`src/rtl/nnlut_requant_pack.sv`:
```
`default_nettype none
// ============================================================================
// Module      : nnlut_requant_pack
// Description : Requantizes the signed k*x+b stream from the NN-LUT stage to
//               int8 (programmable rounding right-shift plus saturation). It
//               packs LANES bytes per word and buffers the words in a small
//               fall-through FIFO, which feeds the writeback path over an
//               active-low valid/ready handshake.
// Revision    : 1.0 - initial release
// ============================================================================
module nnlut_requant_pack #(
   parameter int DIN_WIDTH   = 41,
   parameter int SHIFT_WIDTH = 6,
   parameter int LANES       = 4,
   parameter int FIFO_DEPTH  = 4,
   parameter int CNT_WIDTH   = 16
) (
   input  logic                   clk_p,
   input  logic                   rst_p,
   input  logic [DIN_WIDTH-1:0]   din,
   input  logic                   din_valid_n,
   input  logic                   din_last_n,
   input  logic [SHIFT_WIDTH-1:0] cfg_shift,
   output logic [8*LANES-1:0]     dout,
   output logic [LANES-1:0]       dout_keep,
   output logic                   dout_last,
   output logic                   dout_valid_n,
   input  logic                   dout_ready_n,
   output logic [CNT_WIDTH-1:0]   sat_cnt,
   output logic                   ovf_err
);

   // One extra bit of headroom so din plus the rounding constant cannot wrap
   localparam int EXT_W  = DIN_WIDTH + 1;
   localparam int MAX_SH = DIN_WIDTH - 1;
   localparam int LANE_W = (LANES > 1) ? $clog2(LANES) : 1;
   localparam int PTR_W  = (FIFO_DEPTH > 1) ? $clog2(FIFO_DEPTH) : 1;
   localparam int CNTF_W = $clog2(FIFO_DEPTH + 1);
   localparam int WORD_W = 8*LANES + LANES + 1;

   // ---------------------------------------------------------------------
   // Stage S1: round-half-up arithmetic right shift
   // ---------------------------------------------------------------------
   logic [SHIFT_WIDTH-1:0]   w_sh;
   logic signed [EXT_W-1:0]  w_ext;
   logic signed [EXT_W-1:0]  w_half;
   logic signed [EXT_W-1:0]  w_sum;
   logic signed [EXT_W-1:0]  w_rnd;

   logic                     s1_vld_q;
   logic                     s1_last_q;
   logic signed [EXT_W-1:0]  s1_val_q;

   // Clamp the shift so a shift never exceeds the magnitude bits of din
   always_comb begin
      w_sh = cfg_shift;
      if (int'(cfg_shift) > MAX_SH) begin
         w_sh = SHIFT_WIDTH'(MAX_SH);
      end
   end

   // Add half an LSB of the result, then shift arithmetically (ties go to +inf)
   always_comb begin
      w_ext  = {din[DIN_WIDTH-1], din};
      w_half = '0;
      if (w_sh != '0) begin
         w_half = EXT_W'(1) << (w_sh - SHIFT_WIDTH'(1));
      end
      w_sum = w_ext + w_half;
      w_rnd = (w_sh == '0) ? w_ext : (w_sum >>> w_sh);
   end

   // Capture the rounded value with its valid and last flags
   always_ff @(posedge clk_p) begin
      if (rst_p) begin
         s1_vld_q  <= 1'b0;
         s1_last_q <= 1'b0;
         s1_val_q  <= '0;
      end else begin
         s1_vld_q  <= ~din_valid_n;
         s1_last_q <= ~din_valid_n & ~din_last_n;
         if (!din_valid_n) begin
            s1_val_q <= w_rnd;
         end
      end
   end

   // ---------------------------------------------------------------------
   // Stage S2: saturate to int8 and pack into lanes
   // ---------------------------------------------------------------------
   logic                     w_fits;
   logic [7:0]               w_byte;
   logic [8*LANES-1:0]       w_word_data;
   logic [LANES-1:0]         w_word_keep;
   logic                     w_push;

   logic [8*LANES-1:0]       pack_q, pack_d;
   logic [LANES-1:0]         keep_q, keep_d;
   logic [LANE_W-1:0]        lane_q, lane_d;
   logic [CNT_WIDTH-1:0]     sat_q;

   // A value fits int8 when bits [MSB:7] are all copies of the sign
   always_comb begin
      w_fits = (&s1_val_q[EXT_W-1:7]) | ~(|s1_val_q[EXT_W-1:7]);
      w_byte = w_fits ? s1_val_q[7:0] : (s1_val_q[EXT_W-1] ? 8'h80 : 8'h7F);
   end

   // Merge the new byte into the pack register and decide whether the word closes
   always_comb begin
      w_word_data = pack_q;
      w_word_keep = keep_q;
      for (int i = 0; i < LANES; i++) begin
         if (lane_q == LANE_W'(i)) begin
            w_word_data[8*i +: 8] = w_byte;
            w_word_keep[i]        = 1'b1;
         end
      end
      pack_d = pack_q;
      keep_d = keep_q;
      lane_d = lane_q;
      w_push = 1'b0;
      if (s1_vld_q) begin
         if ((lane_q == LANE_W'(LANES-1)) || s1_last_q) begin
            w_push = 1'b1;
            pack_d = '0;
            keep_d = '0;
            lane_d = '0;
         end else begin
            pack_d = w_word_data;
            keep_d = w_word_keep;
            lane_d = lane_q + LANE_W'(1);
         end
      end
   end

   // Pack state and the saturating clip counter
   always_ff @(posedge clk_p) begin
      if (rst_p) begin
         pack_q <= '0;
         keep_q <= '0;
         lane_q <= '0;
         sat_q  <= '0;
      end else begin
         pack_q <= pack_d;
         keep_q <= keep_d;
         lane_q <= lane_d;
         if (s1_vld_q && !w_fits && (sat_q != '1)) begin
            sat_q <= sat_q + CNT_WIDTH'(1);
         end
      end
   end

   // ---------------------------------------------------------------------
   // Output FIFO: first-word fall-through, head read straight from storage
   // ---------------------------------------------------------------------
   logic [WORD_W-1:0]        mem_q [FIFO_DEPTH];
   logic [PTR_W-1:0]         wr_ptr_q;
   logic [PTR_W-1:0]         rd_ptr_q;
   logic [CNTF_W-1:0]        cnt_q;
   logic                     ovf_q;
   logic                     w_empty;
   logic                     w_full;
   logic                     w_pop;
   logic                     w_wr;
   logic [WORD_W-1:0]        w_head;

   // A pop in the same edge frees the slot, so a push into a full FIFO is still taken
   always_comb begin
      w_empty = (cnt_q == '0);
      w_full  = (cnt_q == CNTF_W'(FIFO_DEPTH));
      w_pop   = ~w_empty & ~dout_ready_n;
      w_wr    = w_push & (~w_full | w_pop);
      w_head  = mem_q[rd_ptr_q];
   end

   // Word storage needs no reset: the head is masked whenever the FIFO is empty
   always_ff @(posedge clk_p) begin
      if (w_wr) begin
         mem_q[wr_ptr_q] <= {s1_last_q, w_word_keep, w_word_data};
      end
   end

   // Pointers, occupancy and the sticky drop flag
   always_ff @(posedge clk_p) begin
      if (rst_p) begin
         wr_ptr_q <= '0;
         rd_ptr_q <= '0;
         cnt_q    <= '0;
         ovf_q    <= 1'b0;
      end else begin
         if (w_wr) begin
            wr_ptr_q <= wr_ptr_q + PTR_W'(1);
         end
         if (w_pop) begin
            rd_ptr_q <= rd_ptr_q + PTR_W'(1);
         end
         if (w_wr && !w_pop) begin
            cnt_q <= cnt_q + CNTF_W'(1);
         end else if (!w_wr && w_pop) begin
            cnt_q <= cnt_q - CNTF_W'(1);
         end
         if (w_push && !w_wr) begin
            ovf_q <= 1'b1;
         end
      end
   end

   assign dout         = w_empty ? '0 : w_head[8*LANES-1:0];
   assign dout_keep    = w_empty ? '0 : w_head[8*LANES +: LANES];
   assign dout_last    = w_empty ? 1'b0 : w_head[WORD_W-1];
   assign dout_valid_n = w_empty;
   assign sat_cnt      = sat_q;
   assign ovf_err      = ovf_q;

endmodule
`default_nettype wire

```
`config.mk`:
```
export PLATFORM = sky130hd
export DESIGN_NAME = nnlut_requant_pack
export DESIGN_NICKNAME = d
export VERILOG_FILES = /design/src/rtl/nnlut_requant_pack.sv
export SDC_FILE = /design/constraint.sdc
export NUM_CORES = 1
export LEC_CHECK = 0
export BUFFER_PORTS_ARGS = -buffer_cell sky130_fd_sc_hd__buf_2
export CAP_MARGIN = 25
export CORE_ASPECT_RATIO = 0.7
export CORE_MARGIN = 3
export CORE_UTILIZATION = 40
export DETAILED_ROUTE_END_ITERATION = 8
export GPL_ROUTABILITY_DRIVEN = 1
export SYNTH_ARGS = -nofsm -noshare
export SYNTH_HDL_FRONTEND = slang
export SYNTH_SLANG_ARGS = --single-unit
```
`constraint.sdc`:
```
create_clock -name clk_p -period 9.7 [get_ports clk_p]
set_clock_uncertainty 0.2 [all_clocks]
set_input_delay 1.455 -clock clk_p [delete_from_list [all_inputs] [get_ports clk_p]]
set_output_delay 1.455 -clock clk_p [all_outputs]
set_load 0.05 [all_outputs]
```
# --- Yosys cells after proc, flatten, opt, wreduce, memory -nomap -nowiden ---
# Memory sizes are Yosys's and may differ from the RTL's. A register that Yosys moved wholly into a read port is not among the register bits.
# Index checks and enable logic that the tools add are counted.
op_classes:
  n_mux: 27
  n_eq_ne: 5
  magnitude_cmp: 1
  n_reduce_logical: 16
  n_addsub: 8
  bitwise_logic: 11
  n_shift: 2
op_table:
  columns: ["operator", "count"]
  rows:
  - ["$mux W42", 2]
  - ["$mux W32", 2]
  - ["$mux W8", 6]
  - ["$add A41 B42 Y42", 1]
  - ["$shl A1 B6 Y42 const A", 1]
  - ["$sshr A42 B6 Y42", 1]
  - ["$reduce_and A35 Y1", 1]
  - ["$reduce_or A35 Y1", 1]
  - ["$add A16 B1 Y16 const B", 1]
  - ["$ne A16 B16 Y1 const B", 1]
  - ["$mux W1", 9]
  - ["$mux W4", 2]
  - ["$add A2 B1 Y2 const B", 3]
  - ["$gt A6 B6 Y1 const B", 1]
  - ["$logic_not A6 Y1", 1]
  - ["$mux W2", 3]
  - ["$mux W3", 2]
  - ["$mux W6", 1]
  - ["$not A1 Y1", 6]
  - ["$reduce_bool A6 Y1", 1]
  - ["$sub A6 B1 Y6 const B", 1]
  - ["$logic_and A1 B1 Y1", 5]
  - ["$eq A2 B2 Y1 const B", 2]
  - ["$add A3 B1 Y3 const B", 1]
  - ["other kinds (10)", 15]
word_totals:
  wordCells: 82
  regBits: 106
  n_memories: 1
  output_inout_bits: 55
  ramBits: 148
mem_list:
  columns: ["memory", "words", "word_bits", "read_ports", "rd_ports_with_merged_regs", "wr", "line", "source"]
  rows:
  - ["mem_q", 4, 37, 1, 1, 1, "156", "logic [WORD_W-1:0] mem_q [FIFO_DEPTH];"]

# --- Logic depth before layout (Yosys ltp) ---
depth:
  ltp_word: 9
  ltp_mapped: 23
  depth_no_buf: 17

# --- Worst setup path before layout ---
# No wires, ideal clock.
synth_timing:
  path_kind: "in2reg"
  from: "in cfg_shift[5]"
  to: "reg s1_val_q[32]"
  arrival_time_ns: 6.030
  required_ns: 9.378
  n_path_buf: 6
  stages: 20
  path_slack_ns: 3.348
  path_cell_list: "clkbuf_1 o21ai_1 clkbuf_1 nand2_1 clkbuf_1 buf_1 clkbuf_1 nor3_1 ha_1 clkbuf_1 a21oi_1 o21ai_0 a22oi_1 nand2_1 o31ai_2 xor2_1 nor3_1 or4b_4 o311a_1 a221o_1"
synth_between:
  elab_chain_cells: 8
  elab_cells_between_ends: 10
  cone_classes: "add/sub (2); order compare (1); shift (2); mux (3); reduce/logical (2)"
synth_lines:
  columns: ["element", "line", "source"]
  rows:
  - ["start: declaration", "23", "input logic [SHIFT_WIDTH-1:0] cfg_shift,"]
  - ["$gt A6 B6 Y1", "57", "if (int'(cfg_shift) > MAX_SH) begin"]
  - ["$mux W6 (*)", "57", null]
  - ["$sub A6 B1 Y6", "67", "w_half = EXT_W'(1) << (w_sh - SHIFT_WIDTH'(1));"]
  - ["$shl A1 B6 Y42", "67", null]
  - ["$mux W42", "66", "if (w_sh != '0) begin"]
  - ["$add A41 B42 Y42", "69", "w_sum = w_ext + w_half;"]
  - ["$sshr A42 B6 Y42", "70", "w_rnd = (w_sh == '0) ? w_ext : (w_sum >>> w_sh);"]
  - ["$mux W42 (*)", "70", null]
  - ["end signal: assignment", "83", "s1_val_q <= w_rnd;"]
  - ["end: declaration", "52", "logic signed [EXT_W-1:0] s1_val_q;"]
# Every way passes the cells marked *; elsewhere a longest branch is shown, timed or not.
# A chain may end at the register's enable or synchronous reset.

# --- Worst setup path in the final report ---
layout_timing:
  from: "in cfg_shift[3]"
  to: "reg s1_val_q[29]"
# Same word-level chain as after synthesis.

==> metrics.md <==
| Metric | Value |
|---|---|
| Sw power | `about 1300 uW` |
| H-Tree Level Count | `1` |
| Post-Syn Instances | `1919` |
| Post_cts resized | `0` |
| Die Wd | `256 um` |
| Top FF cell, synth | `edfxtp_1` |
| Sw frac | `0.389` |
| Drt first pass iters | `6` |
| Setup bufs post-CTS | `0` |
| Synth async-reset ratio | `0` |
| GRT Residual Overflow | `0` |
| Core box area | `0.0427 sq mm` |
| Crit end category | `register` |
| # nets final | `2064` |
| Placer congestion estimate | `1.02` |
| Critical path cell sequence | `buf_2, o21ai_1, and2_1, buf_4, nor2_1, buf_4, nand2_1, nor2_1, ha_1, nand4_4, or4_4, o21ai_0, o211ai_1, a211oi_1, o22ai_1, a31oi_1, o211ai_1, a31oi_1, a21oi_1, nor4_1` |
| Setup TNS | `0 ns` |
| Total wire length | `69300 um` |
| Fin crit share | `0.834` |
| IO Pins | `107` |
| Leakage Power | `0.00705 uW` |
| Area share of the largest cell type after synthesis | `0.255` |
| Most common cell in the netlist | `nor2_1` |
| Total GRT Usage | `0.293` |
| P&R area growth vs syn | `10.2%` |
| Vias/cell | `6.53` |
| Register Area | `0.00661 sq mm` |
| Number of synthesized flops with an enable pin | `148` |
| HP Class | `register to register` |
| Setup CP Type | `input pin to register` |
| Sequential Power Share | `0.377` |
| Pint | `1980 uW` |
| MaxCap Viol Count | `0` |
| Post-synth cell types | `96` |
| Multi-input gate area in the final layout | `0.0102 sq mm` |
| HPWL Detailed | `53000 um` |
| Clk Latency, worst-skew pair | `0.53 ns` |
| Clock transition at path regs | `around 0.070 ns` |
| Post-route ant nets | `0` |
| Num CTS Buffers | `22` |
| Status | `completed` |
| Crit Path Max Fanout | `25` |
| Drt wl/cell | `~27 um` |
| CP max-delay cell | `a211oi_1` |
| Hold bufs inserted after CTS | `0` |
| Synth area leader | `edfxtp_1` |
| Peak VDD IR | `around 0.12 mV` |
| RSZ-0062 raised after global routing | `no` |
| Clock Power Share | `0.274` |
| Largest net degree at the start of global routing | `57` |
| Arr. time, crit path | `8.31 ns` |
| Final count of hold timing violations | `0` |
| Number of synthesized register bits | `approximately 260` |
| Pwr/cell area | `between 150 and 200 mW/mm^2` |
| Final instance area | `0.0192 sq mm` |
| Post-Syn Area | `0.0175 sq mm` |
| Period minus WS final | `8.09 ns` |
| Rows | `63` |
| Die height | `around 180 um` |
| Initial antenna violation count | `2` |
| Share of post-route cells with drive strength above 1 | `0.154` |
| Placement Cell Area | `roughly 0.019 sq mm` |
| Clock tree sinks | `256` |
| YS warnings | `0` |
| Final setup fails | `0` |
| CTS tree | `yes` |
| Syn Area/Cell | `9.10 sq um` |
| Startpoint types | `input pin` |
| Main area contributors after synthesis | `edfxtp_1 25%, dfxtp_1 12%, nor2_1 5.0%, mux4_2 4.8%, ha_1 3.7%` |
| Clock buffer depth | `3` |
| CP required | `9.92 ns` |
| IO buf count | `106` |
| Drt first-iter violations | `2365` |
| DRC errors left | `0` |
| Post-synth net total | `approximately 2000` |
| Worst rel slew slack | `0.292` |
| Slew @ Worst Pin | `1.05 ns` |
| Die area | `0.0462 sq mm` |
| First-pass GRT wire length | `104000 um` |
| Upper clock frequency limit | `124 MHz` |
| Slowest stage delay, CP | `slightly below 0.9 ns` |
| Initial core utilization | `0.409` |
| Synth cell count leaders | `234 x nor2_1, 158 x nand2_1, 148 x edfxtp_1, 120 x a21oi_1, 108 x dfxtp_1` |
| Vias | `16700` |
| Final slew viol count | `0` |
| Crit path buffers/inverters | `3` |
| Top Family by Delay on Critical Path | `compound AO/OA/AOI/OAI gates` |
| Vias in the first global route | `15500` |
| Root Buffer | `clkbuf_16` |
| Number of fill cells | `roughly 4300` |
| Register area share after synthesis | `0.378` |
| Gate power share | `0.349` |
cells in the final DEF, fill, tap and decap left out, types with 11 or more instances in the layout:
cell type,count
nand3_1,42
nand2_1,158
clkbuf_16,22
inv_1,20
o21ai_0,102
nand4_1,34
nor3_1,56
and2_1,26
buf_4,42
o211ai_1,35
o31ai_1,13
mux4_2,37
mux2i_1,29
nor4_1,23
a221oi_1,14
buf_2,106
ha_1,51
xor2_1,24
a21o_1,31
a21oi_1,120
dfxtp_1,106
a211o_1,12
edfxtp_1,148
or3_1,13
a31oi_1,18
nor2b_1,46
o21a_1,18
mux2_2,33
nor2_1,234
o221ai_1,12
a22oi_1,36
and3_1,26
xnor2_1,18
a211oi_1,32
o21ai_1,11
layout make-up:
cell class	count	share of cell area
inverter	23	0.00449
multi-input combinational	1506	0.532
timing repair buffer	150	0.0453
clock inverter	11	0.00676
clock buffer	29	0.0300
sequential	256	0.343
antenna	1	0.000130
tap	585	0.0380
layer usage:
layer	routed length (um)	part of all wire	GRT usage	vias up
met5	0	0	0	-
met4	1680	0.024	0.0604	0
met3	8470	0.12	0.0832	105
met2	26100	0.38	0.386	972
met1	33100	0.48	0.465	8201
li1	-	-	-	7434
power groups by stage:
stage	logic [uW]	registers [uW]	clock network [uW]
after floorplan	802	1230	0
final	1130	1220	886
after global routing	1200	1220	947
after global placement	1110	1240	0
after CTS	1120	1220	905
after detailed placement	1110	1240	0
worst register-to-register path, stage by stage (launching register included):
cell and delay (ns):
dfxtp_1 0.40, ha_1 0.54, o21ai_0 0.30, a31oi_1 0.69
ha_1 0.33, inv_1 0.06, fa_1 0.37, xor2_1 0.16
or3_1 0.30, a21oi_1 0.14
state kept, by name (all words and copies together) (netlist names), 3 cells and up, named ones only:
register	flops
pack_q	32
keep_q	4
cnt_q	3
mem_q	148
s1_val_q	42
sat_cnt	16
per-stage QoR:
step,cells,hold slack (ns),util,setup WS (ns),total power (uW)
after floorplan,1919,0.222,-,3.35,2030
after global placement,2517,0.236,0.433,1.59,2350
after detailed placement,2519,0.244,0.434,1.62,2350
after CTS,2559,0.260,0.450,2.14,3240
after global routing,2561,0.272,0.450,1.53,3370
final,2561,0.262,0.450,1.61,3240
kinds of logic (layout without fill, tap and decap cells):
| kind of cell | after synthesis | count (layout) | share of synthesized area |
|---|---|---|---|
| AOI/OAI and AO/OA | 592 | 592 | 0.238 |
| and+or+nand+nor | 716 | 716 | 0.198 |
| other | 1 | 2 | 0.000215 |
| buffers and inverters | 157 | 213 | 0.0368 |
| DFF | 256 | 256 | 0.378 |
| xor gates and xnor gates | 43 | 43 | 0.0216 |
| adders and majority gates | 53 | 53 | 0.0388 |
| muxes | 101 | 101 | 0.0878 |
final timing paths:
path	start	to	slack [ns]	cells after the start
worst min register to register	pack_q[30]	pack_q[30]	0.26	1
worst max register to register	lane_q[0]	cnt_q[2]	6.12	9
worst min-delay path	pack_q[30]	pack_q[30]	0.26	1
worst max-delay path	cfg_shift[3]	s1_val_q[29]	1.61	20
Power figures use the tool's default switching activity.
